`config.mk`:
```
export PLATFORM = sky130hd
export DESIGN_NAME = fwd_scoreboard
export DESIGN_NICKNAME = d
export VERILOG_FILES = /design/src/rtl/fwd_scoreboard.sv
export SDC_FILE = /design/constraint.sdc
export NUM_CORES = 1
export LEC_CHECK = 0
export BUFFER_PORTS_ARGS = -buffer_cell sky130_fd_sc_hd__buf_2
export CAP_MARGIN = 20
export CORE_MARGIN = 3
export CORE_UTILIZATION = 49
export CTS_BUF_LIST = sky130_fd_sc_hd__clkbuf_16
export DETAILED_ROUTE_END_ITERATION = 12
export HOLD_SLACK_MARGIN = 0.15
export PLACE_DENSITY = 0.88
export SYNTH_ARGS = -nofsm -noshare
export SYNTH_HDL_FRONTEND = slang
export SYNTH_SLANG_ARGS = --single-unit
```
`constraint.sdc`:
```
create_clock -name clk -period 2.7 [get_ports clk]
set_clock_uncertainty 0.2 [all_clocks]
set_input_delay 0.54 -clock clk [delete_from_list [all_inputs] [get_ports clk]]
set_output_delay 0.54 -clock clk [all_outputs]
set_load 0.01 [all_outputs]
```
`src/rtl/fwd_scoreboard.sv`:
```
// Purpose : EX-stage forwarding/hazard scoreboard over the DEPTH stages after EX (stage 0 = MEM).
// Latency : operand lookup is combinational; producers enter stage 0 on the edge after EX.
// Backpr. : raises stall on a load-use hazard (EX repeats); pipe_hold freezes every entry.
//
// Ports:
//   clk, rst_n                 rising-edge clock, asynchronous active-low reset
//   pipe_hold                  global freeze, scoreboard does not shift
//   ex_valid/ex_wr_en/ex_rd    EX instruction presence, register write, destination
//   ex_result/ex_is_load       EX ALU result; load flag (result is only an address)
//   ex_rs_a/ex_rs_b            EX source registers
//   rf_data_a/rf_data_b        register-file read values for the sources
//   mem_ld_data                load data belonging to the stage-0 entry this cycle
//   opa/opb, sel_a/sel_b       forwarded operands; sel 0 = regfile, k = stage k-1
//   stall                      load-use hazard, hold IF/ID/EX this cycle
//   fwd_cnt/stall_cnt          saturating statistics, present only with FWD_STATS_EN
module fwd_scoreboard #(
   parameter int DATA_W = 32,
   parameter int REG_AW = 5,
   parameter int DEPTH  = 2,
   parameter int SEL_W  = 3
) (
   input  logic              clk,
   input  logic              rst_n,
   input  logic              pipe_hold,
   input  logic              ex_valid,
   input  logic              ex_wr_en,
   input  logic [REG_AW-1:0] ex_rd,
   input  logic [DATA_W-1:0] ex_result,
   input  logic              ex_is_load,
   input  logic [REG_AW-1:0] ex_rs_a,
   input  logic [REG_AW-1:0] ex_rs_b,
   input  logic [DATA_W-1:0] rf_data_a,
   input  logic [DATA_W-1:0] rf_data_b,
   input  logic [DATA_W-1:0] mem_ld_data,
   output logic [DATA_W-1:0] opa,
   output logic [DATA_W-1:0] opb,
   output logic [SEL_W-1:0]  sel_a,
   output logic [SEL_W-1:0]  sel_b,
   output logic              stall
`ifdef FWD_STATS_EN
   ,
   output logic [31:0]       fwd_cnt,
   output logic [31:0]       stall_cnt
`endif
);

   logic              entValid [DEPTH];
   logic [REG_AW-1:0] entRd    [DEPTH];
   logic [DATA_W-1:0] entData  [DEPTH];
   logic              entReady [DEPTH];

   logic              hitA, hitB, rdyA, rdyB;
   logic [DATA_W-1:0] dataA, dataB;
   logic [SEL_W-1:0]  idxA, idxB;
   logic [SEL_W-1:0]  selA, selB;

   // Walk from oldest to youngest so the lowest-index match overwrites the rest.
   always_comb begin
      hitA  = 1'b0;
      rdyA  = 1'b0;
      dataA = '0;
      idxA  = '0;
      hitB  = 1'b0;
      rdyB  = 1'b0;
      dataB = '0;
      idxB  = '0;
      for (int i = DEPTH - 1; i >= 0; i--) begin
         if (entValid[i] && entRd[i] == ex_rs_a && ex_rs_a != '0) begin
            hitA  = 1'b1;
            rdyA  = entReady[i];
            dataA = entData[i];
            idxA  = SEL_W'(i + 1);
         end
         if (entValid[i] && entRd[i] == ex_rs_b && ex_rs_b != '0) begin
            hitB  = 1'b1;
            rdyB  = entReady[i];
            dataB = entData[i];
            idxB  = SEL_W'(i + 1);
         end
      end
   end

   // A non-ready youngest match is never bypassed by an older ready one.
   assign selA  = (hitA && rdyA) ? idxA : '0;
   assign selB  = (hitB && rdyB) ? idxB : '0;
   assign opa   = (hitA && rdyA) ? dataA : rf_data_a;
   assign opb   = (hitB && rdyB) ? dataB : rf_data_b;
   assign sel_a = selA;
   assign sel_b = selB;
   assign stall = ex_valid && ((hitA && !rdyA) || (hitB && !rdyB));

   always_ff @(posedge clk or negedge rst_n) begin
      if (!rst_n) begin
         for (int i = 0; i < DEPTH; i++) begin
            entValid[i] <= 1'b0;
            entRd[i]    <= '0;
            entData[i]  <= '0;
            entReady[i] <= 1'b0;
         end
      end else if (!pipe_hold) begin
         // Only stage 0 can hold a pending load; it picks up its data while
         // moving to stage 1, so every entry from stage 1 on is ready.
         for (int k = DEPTH - 1; k >= 1; k--) begin
            entValid[k] <= entValid[k-1];
            entRd[k]    <= entRd[k-1];
            entReady[k] <= 1'b1;
            if (k == 1 && !entReady[0])
               entData[k] <= mem_ld_data;
            else
               entData[k] <= entData[k-1];
         end
         // A stalled EX instruction repeats next cycle, so a bubble goes in now.
         entValid[0] <= ex_valid && ex_wr_en && !stall;
         entRd[0]    <= ex_rd;
         entData[0]  <= ex_result;
         entReady[0] <= !ex_is_load;
      end
   end

`ifdef FWD_STATS_EN
   always_ff @(posedge clk or negedge rst_n) begin
      if (!rst_n) begin
         fwd_cnt   <= '0;
         stall_cnt <= '0;
      end else if (!pipe_hold) begin
         if (ex_valid && !stall && (selA != '0 || selB != '0) && fwd_cnt != '1)
            fwd_cnt <= fwd_cnt + 32'd1;
         if (stall && stall_cnt != '1)
            stall_cnt <= stall_cnt + 32'd1;
      end
   end
`endif

endmodule
```
==> results by group <==
STA
  • Minimum clock period: 3020 ps
  • Slew headroom: 59.4%
  • Slew @ Worst Pin: 610 ps
  • Final Hold Fails: 0
  • PnR worst setup slack: -324 ps
  • Peak Freq: 331 MHz
  • RSZ-0062 raised after global routing: yes
  • Setup_tns: -17390 ps
  • Tightest hold margin: 210 ps
  • Tcrit/Tclk final: 112%
  • Setup violations, final: 68
  • Slew Viols, Final: 0

Setup path
  • Buf/Inv on CP: 2
  • Worst endpoint data arrival time: 2280 ps
  • Worst Path Max Fanout: 18
  • Crit path max-delay family: compound AO/OA/AOI/OAI gates
  • RR Startpoint: entRd[0]$_DFFE_PN0N_
  • Slowest CP cell: dfrtp_1
  • Setup crit end kind: output port
  • R2r endpoint: entValid[1]$_DFFE_PN0N_
  • WP data required: 1960 ps
  • CP max stage delay: 420 ps
  • CP Class: reg -> out
  • Reg2Reg Depth: 6
  • Worst path cell trace: xor2_1 > nor4_2 > o2111a_2 > nand2_2 > buf_12 > o221ai_2 > buf_2
  • Critical Path Start Type: register
  • R2R Setup Slk: 630 ps

Synthesis
  • Mux cell area share after synthesis: 15.5%
  • Yosys reg bits: 78
  • Yosys warnings: 0
  • Post-Synthesis Cells: 536
  • Mean Syn Cell Area: 9.81 sq um
  • Main combinational cell family by area after synthesis: compound AO/OA/AOI/OAI gates
  • Synth unique cells: 29
  • Post-Synth Adder-Cell Area: 0%
  • Sequential area share after synthesis: 37.1%
  • Mapped Area: 5260 sq um
  • Compound-gate portion of the synthesized area: 22.4%
  • Simple-Gate Fraction of Synth Area: 10.1%
  • Area share of xor/xnor cells in the synthesized design: 3.33%

Power
  • Peak supply drop: 0.300 mV
  • Power consumption: 3.49 mW
  • Pwr dens: 491 nW/um^2
  • P_leak: 3.49 nW

Worst hold path
  • Hold_sp: ex_is_load
  • Hold path cells: 2
  • Min-delay worst type: in -> reg
  • WHS Endpoint: entReady[1]$_DFFE_PN0N_

Final layout
  • Synthesis-to-finish area growth: 35.2%
  • Commonest non-fill, non-tap cell in the layout: buf_2
  • Nets@finish: 909
  • Sequential cell area: 1960 sq um
  • Area occupied by multi-input gates: 2790 sq um
  • Utilization after layout: 68.6%
  • Share of cells above drive strength 1: 51.1%
  • Leading cell types in the layout, fill and taps excluded: buf_2 (214), nand2_1 (102), inv_1 (101)
  • Finished Cell Area: 7110 sq um
  • Fillers: 815

Global routing
  • Global route overflow: 0
  • First-pass GRT wire length: 21900 um
  • Initial antenna violation count: 1
  • Largest net degree at the start of global routing: 112
  • Number of global-route vias before repair: 4608
  • Gr usage total: 23.1%

Clock network
  • CTS root buffer: clkbuf_16
  • Worst skew pair latency: 320 ps
  • Clk pin slew, worst setup/hold paths: 60 ps
  • CTS Sinks: 78
  • CTS buffer count: 9
  • TritonCTS clock tree: built
  • Max Root-Sink Buffers: 2
  • H-tree depth: 3

Status
  • Failing checks: negative setup slack
  • Outcome: finished, violations left

Floorplanning
  • Chip width: 110 um
  • Die H: 110 um
  • Starting density of the core: 50.7%
  • Die Area: 12000 sq um
  • Row count: 37
  • # IOs: 220
  • Core area: 10400 sq um

Job
  • Max Cap Viol: 0

Drt
  • WL final: 14800 um
  • Post-route DRC violation count: 0
  • First drt pass iteration count: 4
  • Vias: 4677
  • Antenna Violating Nets Remaining: 0
  • First DRT Iteration DRCs: 236
  • Vias per Instance: 5.19
  • WL/cell: 16.4 um

Place
  • IO Port Bufs: 217
  • Routability-driven placement congestion ratio: 0.878
  • Placed inst area: 6570 sq um
  • Final HPWL DP: 10600 um
[routing by layer]
layer | global-route usage (%) | vias to the layer above | wire length [um]
met5 | 0 | - | 0
met4 | 8.46 | 0 | 289
met3 | 4.52 | 24 | 864
met2 | 43.2 | 150 | 7980
met1 | 25.8 | 2218 | 5610
li1 | - | 2285 | -
[logic make-up (layout without fill, tap and decap cells)]
kind of cell / after synthesis / in the layout
AO/OA/AOI/OAI: 104 / 104
other: 1 / 3
XOR/XNOR: 20 / 20
multiplexers: 76 / 76
flip-flops: 78 / 78
buffers and inverters: 136 / 364
AND/OR/NAND/NOR: 121 / 121
[sequential cells by signal, summed over array words and instances, names as in the netlist]
signal	cells
entValid	2
entReady	2
entData	64
entRd	10
[stage by stage]
step | instances | setup slack [ps]
global placement | 874 | -102
global route | 902 | -413
detailed placement | 874 | -132
finish | 902 | -324
CTS | 894 | -210
floorplan | 537 | 207
[Yosys cell counts (all sizes together)]
cell	n	share of area, %
nand2	104	7.5
inv	100	7.1
dfrtp	78	37
o221ai	64	18
mux2	43	9.2
o21ai	34	3.2
mux2i	33	6.3
buf	22	3.4
clkbuf	14	1.0
xnor2	12	2.0
xor2	8	1.3
and2	4	0.48
nor3	4	0.38
nor4	4	1.0
nor2	3	0.21
a21o	2	0.57
nand4	2	0.48
o2111a	2	0.45
a21boi	1	0.14
a32o	1	0.19
conb	1	0.071
[power breakdown]
part	leakage (nW)	total, mW	internal [mW]	switching (mW)
registers	0.923	1.42	1.31	0.115
logic	2.42	0.799	0.392	0.407
clock network	0.147	1.27	0.803	0.467
total	3.49	3.49	2.50	0.989
[final cells by class]
type / instances / share of cell area [%]
Tap cell: 136 / 2.39
Multi-Input combinational cell: 323 / 39.2
Timing Repair Buffer: 248 / 21.1
Antenna cell: 1 / 0.0352
Inverter: 100 / 5.28
Clock inverter: 7 / 1.27
Sequential cell: 78 / 27.5
Clock buffer: 9 / 3.17
[how the worst max path moves through the flow]
stage	slack, ps	endpoint	start	cells past startpoint
detailed placement	-130	opa[30]	ex_rs_a[0]	8
floorplan	210	opb[10]	ex_rs_b[2]	6
global route	-410	opa[30]	entRd[0]$_DFFE_PN0N_	7
global placement	-100	opa[31]	ex_rs_a[0]	8
finish	-320	opa[30]	entRd[0]$_DFFE_PN0N_	7
CTS	-210	opb[22]	entRd[4]$_DFFE_PN0N_	7
[timing repair]
| action | CTS | global route |
|---|---|---|
| gates cloned | 0 | 1 |
| buffers inserted | 3 | 6 |
| setup endpoints to repair | 69 | 69 |
| resized for setup | 14 | 13 |
| pin swaps | 3 | 5 |
| hold buffers | 1 | 0 |
| hold endpoints to repair | 37 | 0 |
Note: power is estimated with default switching activity, not from simulation.
